File: src/rtl/alu_seq_pkg.sv
// alu_seq_pkg: shared types and constants for the ALU sequencer.
//   op_e     - operation codes carried on req_op (10..15 are illegal)
//   state_e  - sequencer FSM states
//   FLAGS_*  - flag write masks, bit order {N,Z,C,V}
//   BCD_*    - decimal correction terms added on the ADC adjust pass
//   bcd_k()  - builds the pass-2 correction addend from pass-1 results
package alu_seq_pkg;

   typedef enum logic [3:0] {
      OP_ADC = 4'd0,
      OP_SBC = 4'd1,
      OP_AND = 4'd2,
      OP_ORA = 4'd3,
      OP_EOR = 4'd4,
      OP_LSR = 4'd5,
      OP_ROR = 4'd6,
      OP_ASL = 4'd7,
      OP_ROL = 4'd8,
      OP_CMP = 4'd9
   } op_e;

   typedef enum logic [1:0] {
      IDLE = 2'd0,
      EXEC = 2'd1,
      ADJ  = 2'd2,
      DONE = 2'd3
   } state_e;

   localparam logic [3:0] FLAGS_NZCV = 4'b1111;
   localparam logic [3:0] FLAGS_NZC  = 4'b1110;
   localparam logic [3:0] FLAGS_NZ   = 4'b1100;
   localparam logic [3:0] FLAGS_NONE = 4'b0000;

   localparam logic [7:0] BCD_LO_ADJ  = 8'h06;
   localparam logic [7:0] BCD_HI_ADJ  = 8'h60;
   localparam logic [7:0] BCD_NIB_FIX = 8'hF0;

   // Adding 6 to a low nibble of A..F carries into the high nibble, but
   // that carry was already folded in on pass 1; 0xF0 subtracts it back.
   function automatic logic [7:0] bcd_k(input logic [7:0] sum1,
                                        input logic       hc1,
                                        input logic       acr1);
      logic [7:0] k;
      k = 8'h00;
      if (hc1)                 k = k + BCD_LO_ADJ;
      if (acr1)                k = k + BCD_HI_ADJ;
      if (sum1[3:0] >= 4'hA)   k = k + BCD_NIB_FIX;
      return k;
   endfunction

endpackage

File: src/rtl/alu_seq_if.sv
// alu_seq_if: request/response channel between the instruction decoder
// (master) and the ALU sequencer (slave).
//   req_valid/req_ready        - request handshake
//   req_op/a/b/c/d             - opcode, operands, carry and decimal flags
//   rsp_valid/rsp_ready        - response handshake
//   rsp_result, rsp_n/z/c/v    - result byte and flags
//   rsp_flag_we                - flag write mask {N,Z,C,V}
interface alu_seq_if;

   logic       req_valid;
   logic       req_ready;
   logic [3:0] req_op;
   logic [7:0] req_a;
   logic [7:0] req_b;
   logic       req_c;
   logic       req_d;
   logic       rsp_valid;
   logic       rsp_ready;
   logic [7:0] rsp_result;
   logic       rsp_n;
   logic       rsp_z;
   logic       rsp_c;
   logic       rsp_v;
   logic [3:0] rsp_flag_we;

   modport master (
      output req_valid, req_op, req_a, req_b, req_c, req_d, rsp_ready,
      input  req_ready, rsp_valid, rsp_result, rsp_n, rsp_z, rsp_c, rsp_v,
             rsp_flag_we
   );

   modport slave (
      input  req_valid, req_op, req_a, req_b, req_c, req_d, rsp_ready,
      output req_ready, rsp_valid, rsp_result, rsp_n, rsp_z, rsp_c, rsp_v,
             rsp_flag_we
   );

endinterface

File: src/rtl/alu.sv
// alu: 8-bit combinational 6502 datapath.
//   a, b      - operands
//   addc      - carry in (also the bit shifted into bit 7 on srs)
//   sums/ands/ors/eors/srs - function select, first asserted wins
//   daa       - decimal carry detection on sums (nibble carries at >9)
//   result    - output byte
//   hc        - carry out of the low nibble
//   acr       - carry out (bit 0 shifted out on srs)
//   avr       - signed overflow on sums
module alu (
   input  logic [7:0] a,
   input  logic [7:0] b,
   input  logic       addc,
   input  logic       sums,
   input  logic       ands,
   input  logic       ors,
   input  logic       eors,
   input  logic       srs,
   input  logic       daa,
   output logic [7:0] result,
   output logic       hc,
   output logic       acr,
   output logic       avr
);

   logic [4:0] lo_sum;
   logic [4:0] hi_sum;
   logic       lo_carry;

   always_comb begin
      lo_sum   = {1'b0, a[3:0]} + {1'b0, b[3:0]} + {4'b0000, addc};
      lo_carry = daa ? (lo_sum > 5'd9) : lo_sum[4];
      hi_sum   = {1'b0, a[7:4]} + {1'b0, b[7:4]} + {4'b0000, lo_carry};
   end

   always_comb begin
      result = 8'h00;
      hc     = 1'b0;
      acr    = 1'b0;
      avr    = 1'b0;
      if (sums) begin
         result = {hi_sum[3:0], lo_sum[3:0]};
         hc     = lo_carry;
         acr    = daa ? (hi_sum > 5'd9) : hi_sum[4];
         avr    = (a[7] == b[7]) && (hi_sum[3] != a[7]);
      end else if (ands) begin
         result = a & b;
      end else if (ors) begin
         result = a | b;
      end else if (eors) begin
         result = a ^ b;
      end else if (srs) begin
         result = {addc, a[7:1]};
         acr    = a[0];
      end
   end

endmodule

File: src/rtl/alu_sequencer.sv
// alu_sequencer: sequences one 6502 ALU operation per request through a
// single alu instance and returns result + flags on a response channel.
//   clk    - rising-edge clock
//   rst_n  - asynchronous active-low reset
//   bus    - alu_seq_if slave: request in, response out
// Build option: define ALU_SEQ_DECIMAL_EN to include the BCD adjust pass
// for ADC with D=1. Without it ADC is always binary and req_d is ignored.
//
// state | meaning
// IDLE  | req_ready high, waiting for a request
// EXEC  | main ALU pass on the latched operands
// ADJ   | decimal ADC correction pass (sum1 + K)
// DONE  | response valid, waiting for rsp_ready
module alu_sequencer
   import alu_seq_pkg::*;
(
   input  logic     clk,
   input  logic     rst_n,
   alu_seq_if.slave bus
);

   state_e     state_q, state_d;
   logic [7:0] a_q, b_q;
   logic       c_q;
   logic [3:0] op_q;

   logic [7:0] alu_a, alu_b, alu_result;
   logic       alu_addc, alu_sums, alu_ands, alu_ors, alu_eors, alu_srs, alu_daa;
   logic       alu_hc, alu_acr, alu_avr;

   logic [3:0] flag_we;
   logic       pass_a;
   logic       is_dec;
   logic       accept;
   logic       load_rsp;
   logic [7:0] res_d;
   logic [3:0] nzcv_d;

   logic [7:0] rsp_result_q;
   logic [3:0] rsp_nzcv_q;
   logic [3:0] rsp_we_q;

`ifdef ALU_SEQ_DECIMAL_EN
   logic       d_q;
   logic [7:0] sum1_q;
   logic       hc1_q, acr1_q, avr1_q;

   assign is_dec = (op_q == OP_ADC) && d_q;
`else
   logic unused_ok;

   assign is_dec    = 1'b0;
   assign unused_ok = ^{bus.req_d, alu_hc};
`endif

   assign accept   = bus.req_valid && (state_q == IDLE);
   assign load_rsp = ((state_q == EXEC) && !is_dec) || (state_q == ADJ);

   always_comb begin
      alu_a    = a_q;
      alu_b    = b_q;
      alu_addc = c_q;
      alu_sums = 1'b0;
      alu_ands = 1'b0;
      alu_ors  = 1'b0;
      alu_eors = 1'b0;
      alu_srs  = 1'b0;
      alu_daa  = 1'b0;
      flag_we  = FLAGS_NONE;
      pass_a   = 1'b0;
      case (op_q)
         OP_ADC: begin
            alu_sums = 1'b1;
            flag_we  = FLAGS_NZCV;
`ifdef ALU_SEQ_DECIMAL_EN
            alu_daa  = d_q && (state_q == EXEC);
`endif
         end
         OP_SBC: begin
            alu_b    = ~b_q;
            alu_sums = 1'b1;
            flag_we  = FLAGS_NZCV;
         end
         // N/Z come from the difference; the accumulator is returned as-is.
         OP_CMP: begin
            alu_b    = ~b_q;
            alu_addc = 1'b1;
            alu_sums = 1'b1;
            flag_we  = FLAGS_NZC;
            pass_a   = 1'b1;
         end
         OP_AND: begin
            alu_ands = 1'b1;
            flag_we  = FLAGS_NZ;
         end
         OP_ORA: begin
            alu_ors  = 1'b1;
            flag_we  = FLAGS_NZ;
         end
         OP_EOR: begin
            alu_eors = 1'b1;
            flag_we  = FLAGS_NZ;
         end
         OP_LSR: begin
            alu_srs  = 1'b1;
            alu_addc = 1'b0;
            flag_we  = FLAGS_NZC;
         end
         OP_ROR: begin
            alu_srs  = 1'b1;
            flag_we  = FLAGS_NZC;
         end
         OP_ASL: begin
            alu_b    = a_q;
            alu_addc = 1'b0;
            alu_sums = 1'b1;
            flag_we  = FLAGS_NZC;
         end
         OP_ROL: begin
            alu_b    = a_q;
            alu_sums = 1'b1;
            flag_we  = FLAGS_NZC;
         end
         default: pass_a = 1'b1;
      endcase
`ifdef ALU_SEQ_DECIMAL_EN
      if (state_q == ADJ) begin
         alu_a    = sum1_q;
         alu_b    = bcd_k(sum1_q, hc1_q, acr1_q);
         alu_addc = 1'b0;
         alu_sums = 1'b1;
         alu_ands = 1'b0;
         alu_ors  = 1'b0;
         alu_eors = 1'b0;
         alu_srs  = 1'b0;
         alu_daa  = 1'b0;
         flag_we  = FLAGS_NZCV;
         pass_a   = 1'b0;
      end
`endif
   end

   // Flags outside the mask read 0; on the adjust pass C/V come from pass 1.
   always_comb begin
      res_d     = pass_a ? a_q : alu_result;
      nzcv_d    = {alu_result[7], (alu_result == 8'h00), alu_acr, alu_avr} & flag_we;
`ifdef ALU_SEQ_DECIMAL_EN
      if (state_q == ADJ) begin
         nzcv_d = {alu_result[7], (alu_result == 8'h00), acr1_q, avr1_q};
      end
`endif
   end

   alu u_alu (
      .a      (alu_a),
      .b      (alu_b),
      .addc   (alu_addc),
      .sums   (alu_sums),
      .ands   (alu_ands),
      .ors    (alu_ors),
      .eors   (alu_eors),
      .srs    (alu_srs),
      .daa    (alu_daa),
      .result (alu_result),
      .hc     (alu_hc),
      .acr    (alu_acr),
      .avr    (alu_avr)
   );

   always_comb begin
      state_d = state_q;
      case (state_q)
         IDLE:    if (bus.req_valid) state_d = EXEC;
         EXEC:    state_d = is_dec ? ADJ : DONE;
         ADJ:     state_d = DONE;
         DONE:    if (bus.rsp_ready) state_d = IDLE;
         default: state_d = IDLE;
      endcase
   end

   always_ff @(posedge clk or negedge rst_n) begin
      if (!rst_n) begin
         state_q      <= IDLE;
         a_q          <= 8'h00;
         b_q          <= 8'h00;
         c_q          <= 1'b0;
         op_q         <= 4'h0;
         rsp_result_q <= 8'h00;
         rsp_nzcv_q   <= 4'b0000;
         rsp_we_q     <= 4'b0000;
      end else begin
         state_q <= state_d;
         if (accept) begin
            a_q  <= bus.req_a;
            b_q  <= bus.req_b;
            c_q  <= bus.req_c;
            op_q <= bus.req_op;
         end
         if (load_rsp) begin
            rsp_result_q <= res_d;
            rsp_nzcv_q   <= nzcv_d;
            rsp_we_q     <= flag_we;
         end
      end
   end

`ifdef ALU_SEQ_DECIMAL_EN
   always_ff @(posedge clk or negedge rst_n) begin
      if (!rst_n) begin
         d_q    <= 1'b0;
         sum1_q <= 8'h00;
         hc1_q  <= 1'b0;
         acr1_q <= 1'b0;
         avr1_q <= 1'b0;
      end else begin
         if (accept) d_q <= bus.req_d;
         if ((state_q == EXEC) && is_dec) begin
            sum1_q <= alu_result;
            hc1_q  <= alu_hc;
            acr1_q <= alu_acr;
            avr1_q <= alu_avr;
         end
      end
   end
`endif

   assign bus.req_ready   = (state_q == IDLE);
   assign bus.rsp_valid   = (state_q == DONE);
   assign bus.rsp_result  = rsp_result_q;
   assign bus.rsp_n       = rsp_nzcv_q[3];
   assign bus.rsp_z       = rsp_nzcv_q[2];
   assign bus.rsp_c       = rsp_nzcv_q[1];
   assign bus.rsp_v       = rsp_nzcv_q[0];
   assign bus.rsp_flag_we = rsp_we_q;

endmodule

File: src/flat_wrapper.sv
// flat-port wrapper written by rule: the top's interface ports become plain ports
module alu_sequencer_flat import alu_seq_pkg::*;
  (clk, rst_n, bus_req_valid, bus_req_op, bus_req_a, bus_req_b, bus_req_c, bus_req_d, bus_rsp_ready, bus_req_ready, bus_rsp_valid, bus_rsp_result, bus_rsp_n, bus_rsp_z, bus_rsp_c, bus_rsp_v, bus_rsp_flag_we);
  alu_seq_if bus_i ();
  input  logic clk;
  input  logic rst_n;
  input wire logic [$bits(bus_i.req_valid)-1:0] bus_req_valid;
  input wire logic [$bits(bus_i.req_op)-1:0] bus_req_op;
  input wire logic [$bits(bus_i.req_a)-1:0] bus_req_a;
  input wire logic [$bits(bus_i.req_b)-1:0] bus_req_b;
  input wire logic [$bits(bus_i.req_c)-1:0] bus_req_c;
  input wire logic [$bits(bus_i.req_d)-1:0] bus_req_d;
  input wire logic [$bits(bus_i.rsp_ready)-1:0] bus_rsp_ready;
  output wire logic [$bits(bus_i.req_ready)-1:0] bus_req_ready;
  output wire logic [$bits(bus_i.rsp_valid)-1:0] bus_rsp_valid;
  output wire logic [$bits(bus_i.rsp_result)-1:0] bus_rsp_result;
  output wire logic [$bits(bus_i.rsp_n)-1:0] bus_rsp_n;
  output wire logic [$bits(bus_i.rsp_z)-1:0] bus_rsp_z;
  output wire logic [$bits(bus_i.rsp_c)-1:0] bus_rsp_c;
  output wire logic [$bits(bus_i.rsp_v)-1:0] bus_rsp_v;
  output wire logic [$bits(bus_i.rsp_flag_we)-1:0] bus_rsp_flag_we;
  assign bus_i.req_valid = bus_req_valid;
  assign bus_i.req_op = bus_req_op;
  assign bus_i.req_a = bus_req_a;
  assign bus_i.req_b = bus_req_b;
  assign bus_i.req_c = bus_req_c;
  assign bus_i.req_d = bus_req_d;
  assign bus_i.rsp_ready = bus_rsp_ready;
  assign bus_req_ready = bus_i.req_ready;
  assign bus_rsp_valid = bus_i.rsp_valid;
  assign bus_rsp_result = bus_i.rsp_result;
  assign bus_rsp_n = bus_i.rsp_n;
  assign bus_rsp_z = bus_i.rsp_z;
  assign bus_rsp_c = bus_i.rsp_c;
  assign bus_rsp_v = bus_i.rsp_v;
  assign bus_rsp_flag_we = bus_i.rsp_flag_we;
  alu_sequencer u_core (.clk(clk), .rst_n(rst_n), .bus(bus_i));
endmodule
File: config.mk
export PLATFORM = sky130hd
export DESIGN_NAME = alu_sequencer_flat
export DESIGN_NICKNAME = d
export VERILOG_FILES = /design/src/rtl/alu_seq_pkg.sv /design/src/rtl/alu_seq_if.sv /design/src/rtl/alu.sv /design/src/rtl/alu_sequencer.sv /design/src/flat_wrapper.sv
export SDC_FILE = /design/constraint.sdc
export NUM_CORES = 1
export LEC_CHECK = 0
export CORE_AREA = 4 4 90 135
export CTS_CLUSTER_DIAMETER = 120
export DETAILED_ROUTE_END_ITERATION = 12
export DIE_AREA = 0 0 94 139
export HOLD_SLACK_MARGIN = 0.03
export SLEW_MARGIN = 30
export SYNTH_ARGS = -nofsm -noshare
export SYNTH_HDL_FRONTEND = slang
export SYNTH_HIERARCHICAL = 1
export SYNTH_SLANG_ARGS = --single-unit
File: constraint.sdc
create_clock -name clk -period 10.3 [get_ports clk]
set_clock_uncertainty 0.1 [all_clocks]
set_input_delay 1.03 -clock clk [delete_from_list [all_inputs] [get_ports clk]]
set_output_delay 1.03 -clock clk [all_outputs]
set_load 0.005 [all_outputs]
Yosys cells after proc, flatten, opt, wreduce, memory -nomap -nowiden

Cells that the tools add are included.

Bits in registers: 39
Input bits: 26
Output and inout port bits: 18
Word-level logic and storage cells: 73

Add/subtract/negate cells: 4
Equal/unequal tests: 16
Muxes and demuxes: 23
Bitwise gates (word level): 5
Reductions and logical operators: 17

Operators with widths:

| cell                 | count |
|---|---|
| $mux W8              | 6 |
| $eq A4 B3 Y1 const B | 4 |
| $pmux W8 S2          | 1 |
| $pmux W4 S3          | 1 |
| $reduce_or A2 Y1     | 6 |
| $mux W1              | 11 |
| $add A4 B4 Y5        | 2 |
| $add A5 B1 Y5        | 2 |
| $reduce_or A5 Y1     | 2 |
| $reduce_or A9 Y1     | 1 |
| $and A8 B8 Y8        | 1 |
| $eq A4 B2 Y1 const B | 2 |
| $eq A4 B4 Y1 const B | 2 |
| $logic_not A8 Y1     | 1 |
| $not A8 Y8           | 1 |
| $or A8 B8 Y8         | 1 |
| $xor A8 B8 Y8        | 1 |
| $pmux W2 S3          | 1 |
| $and A4 B4 Y4        | 1 |
| $eq A2 B2 Y1 const B | 2 |
| $eq A4 B1 Y1 const B | 1 |
| $logic_not A4 Y1     | 1 |
| $mux W2              | 2 |
| $ne A2 B2 Y1 const B | 2 |
| other kinds (9)      | 10 |

Depth between registers and ports, before layout

Gate-level depths: netlist (run 1).

Depth after elaboration: 10
Gate-level depth with buffers: 20
Gate-level depth less buffers: 18

By module

Netlist (run 1), hierarchy kept.

By module, submodules not included:

| module        | times used | cells each | area each (um^2) |
|---|---|---|---|
| alu_sequencer | 1          | 237        | 2359.8 |
| alu           | 1          | 107        | 869.6 |

Worst setup path before layout (run 1)

OpenSTA, ideal clock, no wires.

Kind: register to register
Start point: register u_core.op_q[0]
End point: register u_core.rsp_nzcv_q[2]
Data arrival time: 4.134 ns
Path slack: 6.002 ns
Stages on the path, launching flop included: 18
Period minus slack after synthesis: 4.298 ns
Path through: dfrtp_1 -> buf_6 -> or2_2 -> buf_4 -> a21oi_1 -> a2111oi_2 -> fa_1 -> fa_1 -> a21o_1 -> a21oi_1 -> o21a_1 -> fa_1 -> inv_1 -> fa_1 -> a221o_1 -> or4_1 -> nor3_1 -> mux2_2

Elaborated cells between the ends (all ways): 40

RTL lines:

| item                                 | RTL line             | source |
|---|---|---|
| start, declared                      | alu_sequencer.sv:25  | `logic [3:0] op_q;` |
| start signal, assigned               | alu_sequencer.sv:197 | `op_q <= bus.req_op;` |
| $eq A4 B3 Y1 (tied with other cells) | alu_sequencer.sv:71  | `case (op_q)` |
| $reduce_or A2 Y1 (no line)           | n/a                  |  |
| $pmux W8 S2 *                        | alu_sequencer.sv:71  |  |
| via u_core.alu_b[0]                  | alu_sequencer.sv:27  | `logic [7:0] alu_a, alu_b, alu_result;` |
| $add A4 B4 Y5 *                      | alu.sv:31            | `lo_sum = {1'b0, a[3:0]} + {1'b0, b[3:0]} + {4'b0000, addc};` |
| $add A5 B1 Y5 *                      | alu.sv:31            |  |
| $add A5 B1 Y5 *                      | alu.sv:33            | `hi_sum = {1'b0, a[7:4]} + {1'b0, b[7:4]} + {4'b0000, lo_carry};` |
| $mux W8 *                            | alu.sv:41            | `if (sums) begin` |
| via u_core.alu_result[5]             | alu_sequencer.sv:27  |  |
| $logic_not A8 Y1 *                   | alu_sequencer.sv:146 | `nzcv_d = {alu_result[7], (alu_result == 8'h00), alu_acr, alu_avr} & flag_we;` |
| $and A4 B4 Y4 *                      | alu_sequencer.sv:146 |  |
| end signal, assigned                 | alu_sequencer.sv:201 | `rsp_nzcv_q <= nzcv_d;` |
| end, declared                        | alu_sequencer.sv:40  | `logic [3:0] rsp_nzcv_q;` |

The timed path passes the listed nets; every way through them passes the cells marked *.
A chain may end at the register's enable or synchronous reset.

Worst setup path in the final report (run 1)

Start point: register u_core.op_q[3]
End point: register u_core.rsp_nzcv_q[2]

The elaborated chain is that of the path after synthesis.

==> run metrics, run 1 <==
status completed; CP max FO 20; Setup TNS 0 ps; die width 94 um; Fmax achieved 202.6 MHz; Worst-Margin Slew 955.5 ps; CTS resizes 0; most common cell after layout, fill and taps aside clkdlybuf4s50_1; Initial Util 29.40%; Rows 47; Routed Antenna Nets 0; Setup CP Type register to register; Reg clk slew, reported paths 60 ps; WHS Endpoint u_core/op_q[2]; Die Span Y 139 um; first-pass GRT wire length 13.00 mm; Max Cap Viol 0; Post-CTS Hold Buffers 0; area of the multi-input gates 1976 um2; Arr. time, crit path 5060 ps; Critical Path RT 10420 ps; I/O pins 44; share of layout cells above drive strength 1 16.71%; hold path cells 1; Post-Syn Area 3216 um2; initial antenna violation count 0; total wire length 7.494 mm; I/O Buffers 42; Hold Fails Final Rpt 0; Worst slew margin 36.06%; GPL Wtd Cong 0.8328; gr usage total 12.16%; post-synthesis area per instance 9.402 um2; r2r startpoint u_core/op_q[3]; diodes inserted 0; Mapped Cells 342; drt wl/cell 14.47 um; Hold Crit Start u_core/op_q[2]; Area Growth Syn to Fin 18.79%; unrepaired setup endpoints after global routing no; vias post-DR 2639; Detail Placement HPWL 5.573 mm; R2R setup slack 5360 ps; DR vias/cell 5.095; DIE AREA 13070 um2; clk root buf clkbuf_16; Sequential Area 952.2 um2; htree depth 2; pin count of the biggest net entering global routing 44; Yosys Warn Count 6; Clock Sinks 38; final global-route overflow total 0; Clock Path Buffers 2; r2r endpoint u_core/rsp_nzcv_q[2]; Hold WC Path Type register to register; Core Area 10940 um2; crit path time final 4935 ps; DRC 0; Final nets 419; most frequent cells in the layout clkdlybuf4s50_1, dfrtp_1, inv_1; vias in the first global route 2677; TritonCTS Buffers 5; fill count 1164; CP Launch Type register; CTS tree yes; period utilization 47.91%; Setup Buffers After CTS 0; reg2reg path depth 15; kind of end point of the critical path register; Skew-Pair Late Insertion Delay 290 ps; DRT Pass-1 Iters 4; fin. max-slew vios 0; initial drt markers 116; setup violators final 0
## layer usage
layer / vias up / track usage [%] / wire [um]
met5: - / 0 / 0
met4: 0 / 4.795 / 193
met3: 15 / 2.280 / 290
met2: 56 / 21.08 / 3935
met1: 1283 / 14.57 / 3074
li1: 1285 / - / -
## metrics by stage
step	instance area (um2)	setup WS (ps)	hold slack, ps	cells	util, %
after global placement	3669	5245	389.1	510	33.54
after detailed placement	3669	5188	398.5	510	33.54
after CTS	3816	5138	412.2	518	34.89
final	3820	5365	408.4	518	34.92
after floorplan	3219	6031	396.1	343	-
after global routing	3820	5085	424.4	518	34.92
## cell type report
| class | instances | share of cell area (%) |
|---|---|---|
| Multi-Input combinational cell | 250 | 51.72 |
| Sequential cell | 38 | 24.93 |
| Timing Repair Buffer | 47 | 11.92 |
| Tap cell | 147 | 4.815 |
| Clock buffer | 7 | 3.734 |
| Inverter | 28 | 2.751 |
| Clock inverter | 1 | 0.1310 |
## critical path, stage by stage (launching register included)
cell       delay, ps
dfrtp_1          800
or2_2            360
a21oi_1          110
a2111oi_2        560
fa_1             350
fa_1             230
a21o_1           120
a21oi_1           70
o21a_1           120
fa_1             390
inv_1             80
fa_1             420
a221o_1          390
or4_1            400
nor3_1           190
mux2_2           170
## registers in the layout, indices dropped and copies added (netlist names)
name,cells
u_core/a_q,8
u_core/b_q,8
u_core/bus.rsp_flag_we,3
u_core/bus.rsp_result,8
u_core/c_q,1
u_core/op_q,4
u_core/rsp_nzcv_q,4
u_core/state_q,2
## worst max-delay path by stage
stage | from | endpoint | slack, ps | cells after the start
final | u_core/op_q[3] | u_core/rsp_nzcv_q[2] | 5360 | 15
after global routing | u_core/op_q[2] | u_core/rsp_nzcv_q[2] | 5080 | 17
after CTS | u_core/op_q[0] | u_core/rsp_nzcv_q[2] | 5140 | 15
after detailed placement | u_core/op_q[0] | u_core/rsp_nzcv_q[2] | 5190 | 15
after global placement | u_core/op_q[0] | u_core/rsp_nzcv_q[2] | 5240 | 15
after floorplan | u_core/op_q[0] | u_core/rsp_nzcv_q[2] | 6030 | 17
Power of run 1 is left out: the tool's default activity adds up to more than one toggle a clock period on the data nets, which glitch-free logic cannot reach.
==> inputs of run 2 (changes only) <==
clock period = 4.85 ns   (was 10.3 ns; I/O delays follow)
==> run metrics, run 2 (synthesis results as in run 1) <==
status completed; first-pass GRT wire length 13.19 mm (+1.4%); Rows 47 (unchanged); Die Span Y 139 um (unchanged); period utilization 94.39% (+46 points); Post-CTS Hold Buffers 0 (unchanged); vias post-DR 2617 (-0.83%); GPL Wtd Cong 0.8619 (+3.5%); Detail Placement HPWL 5.927 mm (+6.3%); Skew-Pair Late Insertion Delay 280 ps (about the same); fin. max-slew vios 0 (unchanged); drt wl/cell 15.00 um (+3.7%); unrepaired setup endpoints after global routing no; DRT Pass-1 Iters 4 (unchanged); Setup Buffers After CTS 0 (unchanged); most common cell after layout, fill and taps aside clkdlybuf4s50_1; Core Area 10940 um2 (unchanged); Critical Path RT 4970 ps (-5450 ps); Reg clk slew, reported paths 50 ps (about the same); CP Launch Point u_core/op_q[2]; I/O Buffers 42 (unchanged); htree depth 2 (unchanged); total wire length 7.907 mm (+5.5%); gr usage total 12.48% (+0.32 points); Max Cap Viol 0 (unchanged); pin count of the biggest net entering global routing 39 (-11%); DIE AREA 13070 um2 (unchanged); CP max FO 16 (-20%); Final nets 429 (+2.4%); Routed Antenna Nets 0 (unchanged); setup violators final 0 (unchanged); Worst slew margin 41.98% (+5.9 points); Clock Sinks 38 (unchanged); initial drt markers 116 (unchanged); Fmax achieved 218.4 MHz (+7.8%); Area Growth Syn to Fin 20.82%; crit path time final 4578 ps (-356.9 ps); DR vias/cell 4.966 (-2.5%); Initial Util 29.40% (unchanged); CP Launch Type register; Util after Layout 35.52% (+0.59 points); DRC 0 (unchanged); kind of end point of the critical path register; reg2reg path depth 16 (+1); Hold WC Path Type input pin to asynchronous set/reset pin; most frequent cells in the layout clkdlybuf4s50_1, dfrtp_1, inv_1; Setup TNS 0 ps (unchanged); Hold Fails Final Rpt 0 (unchanged); diodes inserted 0 (unchanged); Worst-Margin Slew 870.3 ps (-85.25 ps); Arr. time, crit path 4700 ps (-360 ps); clk root buf clkbuf_16; CTS tree yes; Clock Path Buffers 2 (unchanged); initial antenna violation count 0 (unchanged); die width 94 um (unchanged); r2r startpoint u_core/op_q[2]; R2R setup slack 270 ps (-5090 ps); I/O pins 44 (unchanged); vias in the first global route 2689 (+0.45%); final global-route overflow total 0 (unchanged); Setup CP Type register to register; share of layout cells above drive strength 1 18.95% (+2.2 points); TritonCTS Buffers 5 (unchanged); CTS resizes 0 (unchanged)
## run 2: cell types whose count changed in the layout (fill, tap and decap cells not counted), sizes merged
| cell | delta |
|---|---|
| clkinv | -1 |
| buf | +10 |
## run 2: path summary, 6_finish.rpt
check                                        to
max                        u_core/rsp_nzcv_q[2]
max in group asynchronous        u_core/op_q[2]
min                               u_core/b_q[7]
min in group clk           u_core/rsp_nzcv_q[2]
max reg2reg                u_core/rsp_nzcv_q[2]
min reg2reg                u_core/rsp_nzcv_q[2]
## run 2: metal layers
metal  track usage, %  vias to the layer above  wire, um
met5                0                        -         0
met3            2.443                       16       290
met2            21.56                       60      4002
met1            15.10                     1249      3420
met4            4.566                        0       194
li1                 -                     1292         -
## run 2: final cells by class
type	instances	area, um2
Sequential cell	38	952.2
Multi-Input combinational cell	250	1981
Tap cell	147	183.9
Clock buffer	7	132.6
Timing Repair Buffer	57	530.5
Fill cell	1157	7053
Inverter	28	105.1
## run 2: per-stage QoR
stage | std cells | hold slack [ps] | setup WS [ps] | instance area [um2]
final | 527 | 68.46 | 271.8 | 3885
after global placement | 520 | 397.1 | 312.8 | 3744
after floorplan | 343 | 89.41 | 581.2 | 3219
after detailed placement | 520 | 400.4 | 226.4 | 3744
after global routing | 527 | 114.5 | 26.08 | 3885
after CTS | 527 | 252.5 | 172.5 | 3876
## run 2: critical path, stage by stage (launching register included)
cell,delay (ps)
dfrtp_2,520
nor4_1,350
o21a_1,170
a2111oi_2,70
fa_1,470
fa_1,420
a21o_1,180
a21oi_1,140
o21a_1,180
fa_1,200
and3b_1,200
or3_1,380
nand3_1,90
o21ai_0,180
or4_1,510
nor3_1,180
mux2_2,170
Power of run 2 is left out for the same reason.
==> RTL change 1: new RTL, settings of run 1 <==
Build with the macro `ALU_SEQ_DECIMAL_EN` defined.
--- a/src/rtl/alu_sequencer.sv
+++ b/src/rtl/alu_sequencer.sv
@@ -13,2 +13,4 @@
 // DONE  | response valid, waiting for rsp_ready
+`define ALU_SEQ_DECIMAL_EN
+
 module alu_sequencer
Behaviour: not the same (Yosys sat finds a counterexample within 4 cycles, from zero or initial values and one cycle with rst_n low).
==> RTL change 1 against run 1 <==
  * Utilization rose by 3.3 points
  * Cell area grew 9.6%
  * Non-clock buffer count shrank 1
  * Synthesized area rose by 8.7%
  * Setup slack lost 0.16 ns
  * Final cell count up 1.5%
  * Critical endpoint unchanged
  * Wire length up 19%
  * First-iteration DRC count increased by 84%
  * Sequential cell count grew 12
Power is not shown: default switching activity piles up to over one toggle a cycle in this logic, so the estimate is an artifact.
==> RTL change 1: results (changes against run 1) <==
stage,metric,value,unit,change
outcome,status,"finished, final reports clean",,
final_layout,drive_gt1_share,18.5,%,+1.8 points
critical_path,r2r_slack,5.20,ns,-0.16 ns
timing,min_period_over_period,49.5,%,+1.6 points
routing,routedWlPerCell,17.0,um,+18%
critical_path,reg2reg_depth,16,,+1
placed_design,port_buffers,43,,+2.4%
timing,holdWs,0.404,ns,-0.00474 ns
worst_hold_path,hp-class,reg -> reg,,
clock_network,clock_latency,0.30,ns,
routing,drt-total-wl,8.94,mm,+19%
synthesis,ys.flop_type,dfrtp_1,,
critical_path,path_max_fanout,13,,-35%
worst_hold_path,hold_path_end,u_core/rsp_nzcv_q[0],,
routing,drt_iter0_drc,213,,+84%
final_layout,fill_cells,1131,,-2.8%
clock_network,htreeDepth,2,,unchanged
worst_hold_path,hold_depth,2,,+1
clock_network,numCtsBuffers,5,,unchanged
placed_design,place_ws,5.27,ns,+0.0800 ns
critical_path,worst_path_largest_cell_delay,0.59,ns,-0.21 ns
routing,route.layer.met1.wl,3.43,mm,+11%
grt,met2_usage,24.8,%,+3.7 points
critical_path,cp.arrival,5.20,ns,+0.14 ns
grt,grt_start_max_net_pins,51,,+16%
synthesis,synth_fp_nets,397,,
placed_design,place_hpwl,6.97,mm,+25%
routing,drtPass1Iterations,5,,+1
clock_network,root_buffer,clkbuf_16,,
clock_network,ctsLongestPathBuffers,2,,unchanged
synthesis,synth-warning-count,6,,unchanged
critical_path,r2r_start,u_core/op_q[0],,
critical_path,crit_path_start_kind,flip-flop,,
timing,tightest_slew,0.963,ns,+0.00760 ns
synthesis,seq_area_frac_synth,35.8,%,
synthesis,yosysUniqueCellTypes,61,,
final_layout,finalNetCount,430,,+2.6%
grt,grt_pass1_wl,14.5,mm,+12%
critical_path,crit_slowest_cell,dfrtp_1,,
grt,globalRouteMet1Util,16.2,%,+1.7 points
worst_hold_path,min-delay-start,u_core/avr1_q,,
clock_network,cts_setup_buffers,0,,unchanged
clock_network,clkTransAtPathRegs,0.07,ns,
routing,routed_via_density,5.28,,+3.6%
grt,grt_use_met3,1.68,%,-0.60 points
routing,dr_wl_met3,331,um,+14%
placed_design,gp_congestion,0.897,,+7.7%
grt,first_global_vias,2739,,+2.3%
synthesis,synthTopCellsByCount,"dfrtp_1, mux2_2, nor2_1",,
placed_design,dp_cells,518,,+1.6%
grt,gr-usage-all-layers,14.2,%,+2.0 points
synthesis,synthCells,345,,+0.88%
critical_path,cp-endpoint,u_core/rsp_nzcv_q[2],,
routing,wl_met2,4.71,mm,+20%
placed_design,placed_area,4040,sq um,+10%
-- RTL change 1: cell type report --
cell class              instances  area, sq um  area share [%]
flip-flops and latches         50         1250            29.9
clock buffers                   5          125            2.99
clock inverters                 3         21.3           0.508
repair buffers                 46          450            10.8
inverters                      28          105            2.51
well taps                     147          184            4.39
multi-input cells             247         2050            48.9
-- RTL change 1: critical path: cells and delay by family, from the launching register on --
family	cells	cell delay (ns)
adder cells (fa/ha/maj)	4	1.66
AO/OA/AOI/OAI	6	1.33
AND/OR/NAND/NOR	4	1.03
flip-flops	1	0.59
XOR/XNOR	1	0.22
buffers and inverters	1	0.08
-- RTL change 1: logic make-up (layout without fill, tap and decap cells) --
kind of cell,count (synthesis),after routing,synth area share (%)
simple gates,86,86,13.0
compound gates,76,76,15.7
mux,54,54,17.9
flops,50,50,35.8
buf+inv,48,82,6.19
fa+ha+maj,26,26,10.2
xor+xnor,5,5,1.25
==> RTL change 2: new RTL, settings of run 1 <==
Without the edit above. The 4 states of `state_e` get a one-hot encoding in 4 bits.
--- a/src/rtl/alu_seq_pkg.sv
+++ b/src/rtl/alu_seq_pkg.sv
@@ -21,7 +21,7 @@
 
-   typedef enum logic [1:0] {
-      IDLE = 2'd0,
-      EXEC = 2'd1,
-      ADJ  = 2'd2,
-      DONE = 2'd3
+   typedef enum logic [3:0] {
+      IDLE = 4'b0001,
+      EXEC = 4'b0010,
+      ADJ  = 4'b0100,
+      DONE = 4'b1000
    } state_e;
Behaviour: no difference found for any inputs over 10 cycles, from zero or initial values and one cycle with rst_n low; not proved beyond that.
==> RTL change 2 against run 1 <==
  * Utilization shrank 2.0 points
  * Wire length shrank 5.4%
  * First-iteration DRC count grew 59%
  * Synthesized area shrank 10%
  * Cell area shrank 5.7%
  * Sequential cell count grew 1
  * Setup slack lost 0.20 ns
  * Critical endpoint is now u_core/rsp_nzcv_q[2]
  * Largest cell class unchanged
==> RTL change 2: results (changes against run 1) <==
stage,metric,value,unit,change
outcome,status,"finished, final reports clean",,
placed_design,dp_cells,479,,-6.1%
critical_path,path_max_fanout,27,,+35%
synthesis,synth-warning-count,6,,unchanged
clock_network,ctsResizeCount,0,,unchanged
grt,antenna_found_initial,0,,unchanged
synthesis,synthCells,306,,-11%
routing,highest_layer,met4,,
clock_network,clkTransAtPathRegs,0.06,ns,about the same
clock_network,cts_setup_buffers,0,,unchanged
routing,drtPass1Iterations,4,,unchanged
clock_network,ctsLongestPathBuffers,2,,unchanged
clock_network,htreeDepth,2,,unchanged
clock_network,root_buffer,clkbuf_16,,
final_layout,finalNetCount,385,,-8.1%
critical_path,cp.arrival,5.23,ns,+0.17 ns
routing,dr_wl_met3,343,um,+18%
clock_network,numCtsBuffers,5,,unchanged
power_and_ir_drop,vdd_ir_drop_max,119,uV,
grt,first_global_vias,2466,,-7.9%
grt,gr-usage-all-layers,11.4,%,-0.74 points
routing,wl_met2,3.83,mm,-2.6%
grt,grt_start_max_net_pins,40,,-9.1%
routing,drt-total-wl,7.09,mm,-5.4%
placed_design,place_hpwl,5.34,mm,-4.2%
timing,slew_headroom,41.4,%,+5.4 points
worst_hold_path,hp-class,reg -> reg,,
routing,route.layer.met1.wl,2.76,mm,-10%
routing,routed_via_density,4.90,,-3.8%
routing,routedWlPerCell,14.6,um,+0.62%
placed_design,gp_congestion,0.863,,+3.7%
routing,post-route-drc-count,0,,unchanged
grt,grt_pass1_wl,12.1,mm,-7.3%
final_layout,insertedDiodeCount,0,,unchanged
final_layout,drive_gt1_share,12.9,%,-3.8 points
power_and_ir_drop,leakage,0.00146,uW,
placed_design,port_buffers,42,,unchanged
routing,drt_iter0_drc,185,,+59%
## RTL change 2: cell type report
type | count | area (sq um)
clock buffer | 6 | 139
clock inverter | 2 | 35.0
fill | 1175 | 7330
inverter | 23 | 86.3
multi-input combinational | 222 | 1720
sequential | 39 | 977
tap | 147 | 184
timing repair buffer | 48 | 463
## RTL change 2: layer usage
layer	up-vias	track usage, %
li1	1187	-
met1	1144	12.7
met2	44	20.1
met3	13	2.77
met4	0	5.02
met5	-	0
## RTL change 2: power breakdown
part	internal, uW	switching [uW]	total [uW]
Combinational	460	468	928
Clock	120	59.5	180
Sequential	228	125	353
Total	807	653	1460
## RTL change 2: worst paths after layout
| kind | startpoint | cells after the start | slack, ns | to |
|---|---|---|---|---|
| min in group asynchronous | rst_n | 1 | 0.61 | u_core/bus.rsp_flag_we[0] |
| hold reg to reg | u_core/rsp_nzcv_q[3] | 2 | 0.37 | u_core/rsp_nzcv_q[3] |
| hold / removal | u_core/rsp_nzcv_q[3] | 2 | 0.37 | u_core/rsp_nzcv_q[3] |
| max in group asynchronous | rst_n | 1 | 9.14 | u_core/state_q[0] |
| setup / recovery | u_core/op_q[3] | 15 | 5.17 | u_core/rsp_nzcv_q[2] |
| setup reg to reg | u_core/op_q[3] | 15 | 5.17 | u_core/rsp_nzcv_q[2] |
## RTL change 2: through the flow
step | total power, uW | utilization (%) | hold slack [ns] | setup slack, ns | area (sq um)
after detailed placement | 1280 | 31.3 | 0.362 | 5.21 | 3420
after global placement | 1250 | 31.3 | 0.370 | 5.29 | 3420
after global routing | 1610 | 32.9 | 0.403 | 4.92 | 3600
final | 1460 | 32.9 | 0.367 | 5.17 | 3600
after CTS | 1470 | 32.9 | 0.375 | 5.19 | 3600
after floorplan | 1030 | - | 0.363 | 6.09 | 2890
## RTL change 2: critical path, stage by stage, from the launching register on
cell and delay, ns:
dfrtp_1 0.91, or3b_1 0.56, o22a_1 0.23, o221a_1 0.29, fa_1 0.46, fa_1 0.42
a21o_1 0.18, a21oi_1 0.14, o21a_1 0.17, fa_1 0.19, inv_1 0.06, fa_1 0.45
a221o_1 0.39, nor4_1 0.23, nand3_1 0.11, o21ai_1 0.14
